## src/rtl/video_dram_arb_pkg.sv

```systemverilog
// Shared definitions for the video/CPU DRAM arbiter: cycle-type encoding,
// phase count and refresh defaults.
package video_dram_arb_pkg;

    typedef enum logic [1:0] {
        CycIdle  = 2'd0,
        CycVideo = 2'd1,
        CycCpu   = 2'd2,
        CycRfsh  = 2'd3
    } cyc_e;

    localparam int unsigned NumPhases     = 4;
    localparam int unsigned DefRfshPeriod = 96;
    localparam int unsigned StarveWraps   = 4;
    localparam int unsigned AddrW         = 21;
    localparam int unsigned DataW         = 16;

endpackage

```

## src/rtl/dram_rfsh_timer.sv

```systemverilog
// Refresh interval timer with a single pending bit and a starvation counter
// that forces refresh when video keeps the bus busy.
module dram_rfsh_timer
    import video_dram_arb_pkg::*;
#(
    parameter int unsigned RFSH_PERIOD = DefRfshPeriod
) (
    input  logic clk,
    input  logic rst,
    input  logic i_tick,
    input  logic i_grant,
    output logic o_pending,
    output logic o_force
);

    logic [7:0] r_cnt;
    logic       r_pending;
    logic [2:0] r_starve;
    logic       w_wrap;

    assign w_wrap = i_tick && (r_cnt == 8'(RFSH_PERIOD - 1));

    // r_starve counts wraps since the pending refresh was raised, including the raising wrap.
    always_ff @(posedge clk) begin
        if (rst) begin
            r_cnt     <= 8'd0;
            r_pending <= 1'b0;
            r_starve  <= 3'd0;
        end else begin
            if (i_tick) begin
                r_cnt <= w_wrap ? 8'd0 : r_cnt + 8'd1;
            end
            if (i_grant) begin
                r_pending <= 1'b0;
                r_starve  <= 3'd0;
            end else if (w_wrap) begin
                r_pending <= 1'b1;
                if (r_starve != 3'(StarveWraps)) begin
                    r_starve <= r_starve + 3'd1;
                end
            end
        end
    end

    assign o_pending = r_pending;
    assign o_force   = r_pending && (r_starve == 3'(StarveWraps));

endmodule

```

## src/rtl/video_dram_arb.sv

```systemverilog
// Four-phase DRAM arbiter sharing one DRAM between a video fetcher, a CPU
// port and periodic refresh.
module video_dram_arb
    import video_dram_arb_pkg::*;
#(
    parameter int unsigned RFSH_PERIOD = DefRfshPeriod
) (
    input  logic             clk,
    input  logic             rst,
    input  logic             video_req,
    input  logic [AddrW-1:0] video_addr,
    output logic             video_next,
    output logic             video_strobe,
    output logic [DataW-1:0] video_data,
    input  logic             cpu_req,
    input  logic [AddrW-1:0] cpu_addr,
    input  logic             cpu_rnw,
    input  logic [DataW-1:0] cpu_wrdata,
    input  logic [1:0]       cpu_bsel,
    output logic             cpu_next,
    output logic             cpu_strobe,
    output logic [DataW-1:0] cpu_rddata,
    output logic [AddrW-1:0] dram_addr,
    output logic             dram_cs,
    output logic             dram_we,
    output logic [1:0]       dram_bsel,
    output logic [DataW-1:0] dram_wrdata,
    output logic             dram_rfsh,
    input  logic [DataW-1:0] dram_rddata
);

    logic [1:0]       r_phase;
    cyc_e             r_cyc;
    logic [AddrW-1:0] r_addr;
    logic             r_cs;
    logic             r_we;
    logic [1:0]       r_bsel;
    logic [DataW-1:0] r_wrdata;
    logic             r_rfsh;
    logic             r_vstb;
    logic [DataW-1:0] r_vdata;
    logic             r_cstb;
    logic [DataW-1:0] r_cdata;

    cyc_e             w_grant;
    logic             w_ph0;
    logic             w_ph3;
    logic             w_pending;
    logic             w_force;

    assign w_ph0 = (r_phase == 2'd0);
    assign w_ph3 = (r_phase == 2'(NumPhases - 1));

    dram_rfsh_timer #(
        .RFSH_PERIOD (RFSH_PERIOD)
    ) u_rfsh_timer (
        .clk       (clk),
        .rst       (rst),
        .i_tick    (w_ph3),
        .i_grant   (w_grant == CycRfsh),
        .o_pending (w_pending),
        .o_force   (w_force)
    );

    // Grant is only non-idle in phase 0; rst gates it so no next pulse leaks out.
    always_comb begin
        w_grant = CycIdle;
        if (w_ph0 && !rst) begin
            if (w_force) begin
                w_grant = CycRfsh;
            end else if (video_req) begin
                w_grant = CycVideo;
            end else if (w_pending) begin
                w_grant = CycRfsh;
            end else if (cpu_req) begin
                w_grant = CycCpu;
            end
        end
    end

    assign video_next = (w_grant == CycVideo);
    assign cpu_next   = (w_grant == CycCpu);

    always_ff @(posedge clk) begin
        if (rst) begin
            r_phase  <= 2'd0;
            r_cyc    <= CycIdle;
            r_addr   <= '0;
            r_cs     <= 1'b0;
            r_we     <= 1'b0;
            r_bsel   <= 2'b00;
            r_wrdata <= '0;
            r_rfsh   <= 1'b0;
            r_vstb   <= 1'b0;
            r_vdata  <= '0;
            r_cstb   <= 1'b0;
            r_cdata  <= '0;
        end else begin
            r_phase <= r_phase + 2'd1;
            r_cs    <= 1'b0;
            r_rfsh  <= 1'b0;
            r_vstb  <= 1'b0;
            r_cstb  <= 1'b0;

            // Bus fields change only here, so they hold through phase 3.
            if (w_ph0) begin
                r_cyc <= w_grant;
                unique case (w_grant)
                    CycVideo: begin
                        r_addr <= video_addr;
                        r_we   <= 1'b0;
                        r_bsel <= 2'b11;
                        r_cs   <= 1'b1;
                    end
                    CycCpu: begin
                        r_addr   <= cpu_addr;
                        r_we     <= !cpu_rnw;
                        r_bsel   <= cpu_bsel;
                        r_wrdata <= cpu_wrdata;
                        r_cs     <= 1'b1;
                    end
                    CycRfsh: begin
                        r_we   <= 1'b0;
                        r_rfsh <= 1'b1;
                    end
                    CycIdle: begin
                        r_we <= 1'b0;
                    end
                endcase
            end

            if (w_ph3) begin
                if (r_cyc == CycVideo) begin
                    r_vdata <= dram_rddata;
                    r_vstb  <= 1'b1;
                end
                if ((r_cyc == CycCpu) && !r_we) begin
                    r_cdata <= dram_rddata;
                    r_cstb  <= 1'b1;
                end
            end
        end
    end

    assign dram_addr    = r_addr;
    assign dram_cs      = r_cs;
    assign dram_we      = r_we;
    assign dram_bsel    = r_bsel;
    assign dram_wrdata  = r_wrdata;
    assign dram_rfsh    = r_rfsh;
    assign video_strobe = r_vstb;
    assign video_data   = r_vdata;
    assign cpu_strobe   = r_cstb;
    assign cpu_rddata   = r_cdata;

endmodule

```

## config.mk

```make
export PLATFORM = sky130hd
export DESIGN_NAME = video_dram_arb
export DESIGN_NICKNAME = d
export VERILOG_FILES = /design/src/rtl/video_dram_arb_pkg.sv /design/src/rtl/dram_rfsh_timer.sv /design/src/rtl/video_dram_arb.sv
export SDC_FILE = /design/constraint.sdc
export NUM_CORES = 1
export LEC_CHECK = 0
export CAP_MARGIN = 20
export CELL_PAD_IN_SITES_DETAIL_PLACEMENT = 0
export CELL_PAD_IN_SITES_GLOBAL_PLACEMENT = 1
export CORE_MARGIN = 2
export CORE_UTILIZATION = 40
export DETAILED_ROUTE_END_ITERATION = 10
export DONT_BUFFER_PORTS = 1
export GPL_TIMING_DRIVEN = 1
export PLACE_DENSITY_LB_ADDON = 0.1
export RECOVER_POWER = 100
export SLEW_MARGIN = 10
export SYNTH_ARGS = -nofsm -noshare
export SYNTH_HDL_FRONTEND = slang
export SYNTH_HIERARCHICAL = 1
export SYNTH_SLANG_ARGS = --single-unit
```

## constraint.sdc

```tcl
create_clock -name clk -period 2.92 [get_ports clk]
set_input_delay 0.146 -clock clk [delete_from_list [all_inputs] [get_ports clk]]
set_output_delay 0.146 -clock clk [all_outputs]
set_load 0.1 [all_outputs]
```

==> results_dict.tcl <==
set metrics [dict create \
    async_reset_ff_share_pct 0 \
    report.final.slew_viol_count 0 \
    initial_core_util_pct 40.8 \
    globalRouteMet1Util_pct 21.6 \
    path_common_cell "buf_4" \
    fillCellCount 906 \
    io_buffers 0 \
    grt.met2_usage_pct 28.5 \
    gp_congestion 0.749 \
    rsz0062_at_grt "no" \
    critical_path_peak_fanout 22 \
    ant_nets 0 \
    hpwlAfterDp_um 5780 \
    cts_tree "built" \
    worstSkewPairLatency_ns 0.36 \
    postSynthCellCount 428 \
    most-common-layout-cells "nand2_1, dfxtp_1, a21oi_1, dlygate4sd3_1, clkbuf_1" \
    syn_nets 518 \
    pin_count 159 \
    grt_util_met3_pct 4.58 \
    synth_edf_count 0 \
    synth-seq-cells 92 \
    fp.dieH_um 101 \
    grt_first_pass_wirelength_um 13900 \
    finClkSkew_ns 0.0141 \
    post_cts_buffers 0 \
    synth_area_leader_cell "dfxtp_1" \
    setup_viol 0 \
    yosysWarningCount 6 \
    grt_busiest_layer "met2" \
    slew_headroom_pct 6.47 \
    htreeDepth 3 \
    ys_types 45 \
    numCtsBuffers 9 \
    worstSetupEndpointType "primary output" \
    placementRows 35 \
    vias_per_cell 5.13 \
    wirelength_um 8870 \
    antenna_found_initial 0 \
    post-synth-top-area-fraction_pct 49.3 \
    tns_ns 0 \
    n_antenna_cell 0 \
    critical_path_class "reg -> out" \
    cp_cell_sequence "inv_1 -> ha_1 -> and3_1 -> nor3_1 -> nand2b_1 -> ha_2 -> buf_4 -> buf_4" \
    peakVddDrop_v 0.000265 \
    crit_slowest_cell "buf_4" \
    drc_errors 0 \
    core_um2 9150 \
    cp.required_ns 2.77 \
    synthToLayoutAreaGrowth_pct 22.0 \
    seq_area_frac_synth_pct 49.3 \
    hold_slack_ns 0.0179 \
    synthTopCellsByArea "dfxtp_1, nand2_1, a21oi_1" \
    root_buffer "clkbuf_8" \
    fin_crit_ns 2.75 \
    final_common_cell "nand2_1" \
    wl_per_cell_um 14.5 \
    hold_viol 0 \
    syn_area_um2 3740 \
    avgSynthCellArea_um2 8.73 \
    cp-start-kind "flip-flop" \
    powerDensity_nw_per_um2 610 \
    grt_overflow 0 \
    nNetsFinal 587 \
    max_freq_mhz 363 \
    arrival_ns 2.61 \
    worst_slew_pin_slew_ns 1.40 \
    first_global_vias 2799 \
    cap_violations 0 \
    ctsLongestPathBuffers 2 \
    die_x_um 101 \
    drive_gt1_share_pct 6.37 \
    vias 3143 \
    cts.clk_slew.worst_paths_ns 0.10 \
    utilization_pct 49.8 \
    hp-class "in -> reg" \
    post-place-cells 555 \
    drt_pass1_iterations 4 \
    fin_cells 613 \
    cts_sinks 92 \
    post-route-period-util_pct 94.3 \
    grt_max_degree 90 \
    dr.first_iter.drc_count 91 \
    slowest_delay_ns 0.37 \
    dieArea_um2 10100 \
    grtUsageTotal_pct 17.3 \
    outcome "finished, final reports clean" \
    leakage_uw 0.00155 \
    synth_flop_cell "dfxtp_1" \
]
==> sequential cells by signal, indices dropped and copies added (netlist names) <==
signal	flops
u_rfsh_timer/o_pending	1
dram_addr	21
video_data	16
dram_we	1
u_rfsh_timer/r_starve	3
cpu_rddata	16
cpu_strobe	1
u_rfsh_timer/r_cnt	8
r_phase	2
dram_cs	1
video_strobe	1
r_cyc	2
dram_rfsh	1
dram_bsel	2
dram_wrdata	16
==> worst paths after layout <==
path,from,to,slack [ns],cells after the start
worst max-delay path,u_rfsh_timer/r_starve[0]$_SDFFE_PP0P_,cpu_next,0.17,8
worst min register to register,cpu_rddata[6]$_SDFFE_PP0P_,cpu_rddata[6]$_SDFFE_PP0P_,0.46,2
worst max register to register,u_rfsh_timer/r_starve[0]$_SDFFE_PP0P_,dram_wrdata[14]$_SDFFE_PP0P_,0.23,10
worst min-delay path,video_addr[13],dram_addr[13]$_SDFFE_PP0P_,0.02,2
==> power by group <==
part	internal [uW]	switching (uW)	leakage (uW)
Sequential	1290	68.2	0.000745
Combinational	112	332	0.000691
Clock	495	481	0.000111
==> through the flow <==
stage                     power [uW]  area, um2  setup slack, ns
after global placement          1790       4070            0.638
final                           2780       4560            0.166
after floorplan                 1740       3740           0.0211
after detailed placement        1790       4070            0.573
after global routing            2900       4560           0.0106
after CTS                       2850       4730           0.0610
==> cell families after synthesis <==
logic type               count (synthesis)  share of synthesized area, %
AND/OR/NAND/NOR                        167                          20.2
AO/OA/AOI/OAI                           94                          15.2
flip-flops                              92                          49.3
buffers and inverters                   42                          5.96
multiplexers                            22                          5.89
adder cells (fa/ha/maj)                  9                          3.01
XOR/XNOR                                 2                         0.469
==> area by class of cell <==
| type | count | area [um2] | share of cell area (%) |
|---|---|---|---|
| repair buffers | 88 | 627 | 13.7 |
| multi-input cells | 294 | 1680 | 36.9 |
| well taps | 111 | 139 | 3.05 |
| clock inverters | 7 | 103 | 2.25 |
| clock buffers | 9 | 124 | 2.72 |
| flip-flops and latches | 92 | 1840 | 40.4 |
| inverters | 12 | 45.0 | 0.988 |
==> timing repair <==
action / in CTS / in global routing
setup endpoints to repair: 0 / 2
hold buffers: 41 / 1
gates resized for setup: 0 / 3
endpoints found under the hold margin: 91 / 1
==> metal layers <==
layer | vias up | share of wire (%)
met2 | 85 | 49
met4 | 0 | 1.4
met1 | 1457 | 43
met5 | - | 0
met3 | 10 | 6.4
li1 | 1591 | -
==> critical path: cells and delay by family (launching register included) <==
kind,cells,cell delay (ns)
AND/OR/NAND/NOR,3,0.65
flip-flops,1,0.36
buffers and inverters,3,0.80
adder cells (fa/ha/maj),2,0.44
==> synthesized netlist by cell type, types with 4 or more instances <==
cell type	count
dfxtp_1	92
buf_2	11
inv_1	12
o21ai_0	4
clkbuf_1	6
a21oi_1	53
ha_1	9
buf_4	4
nor2b_1	5
nor2_1	35
buf_6	4
nand2_1	102
mux2i_1	22
a211oi_1	24
(Power assumes the default switching activity.)
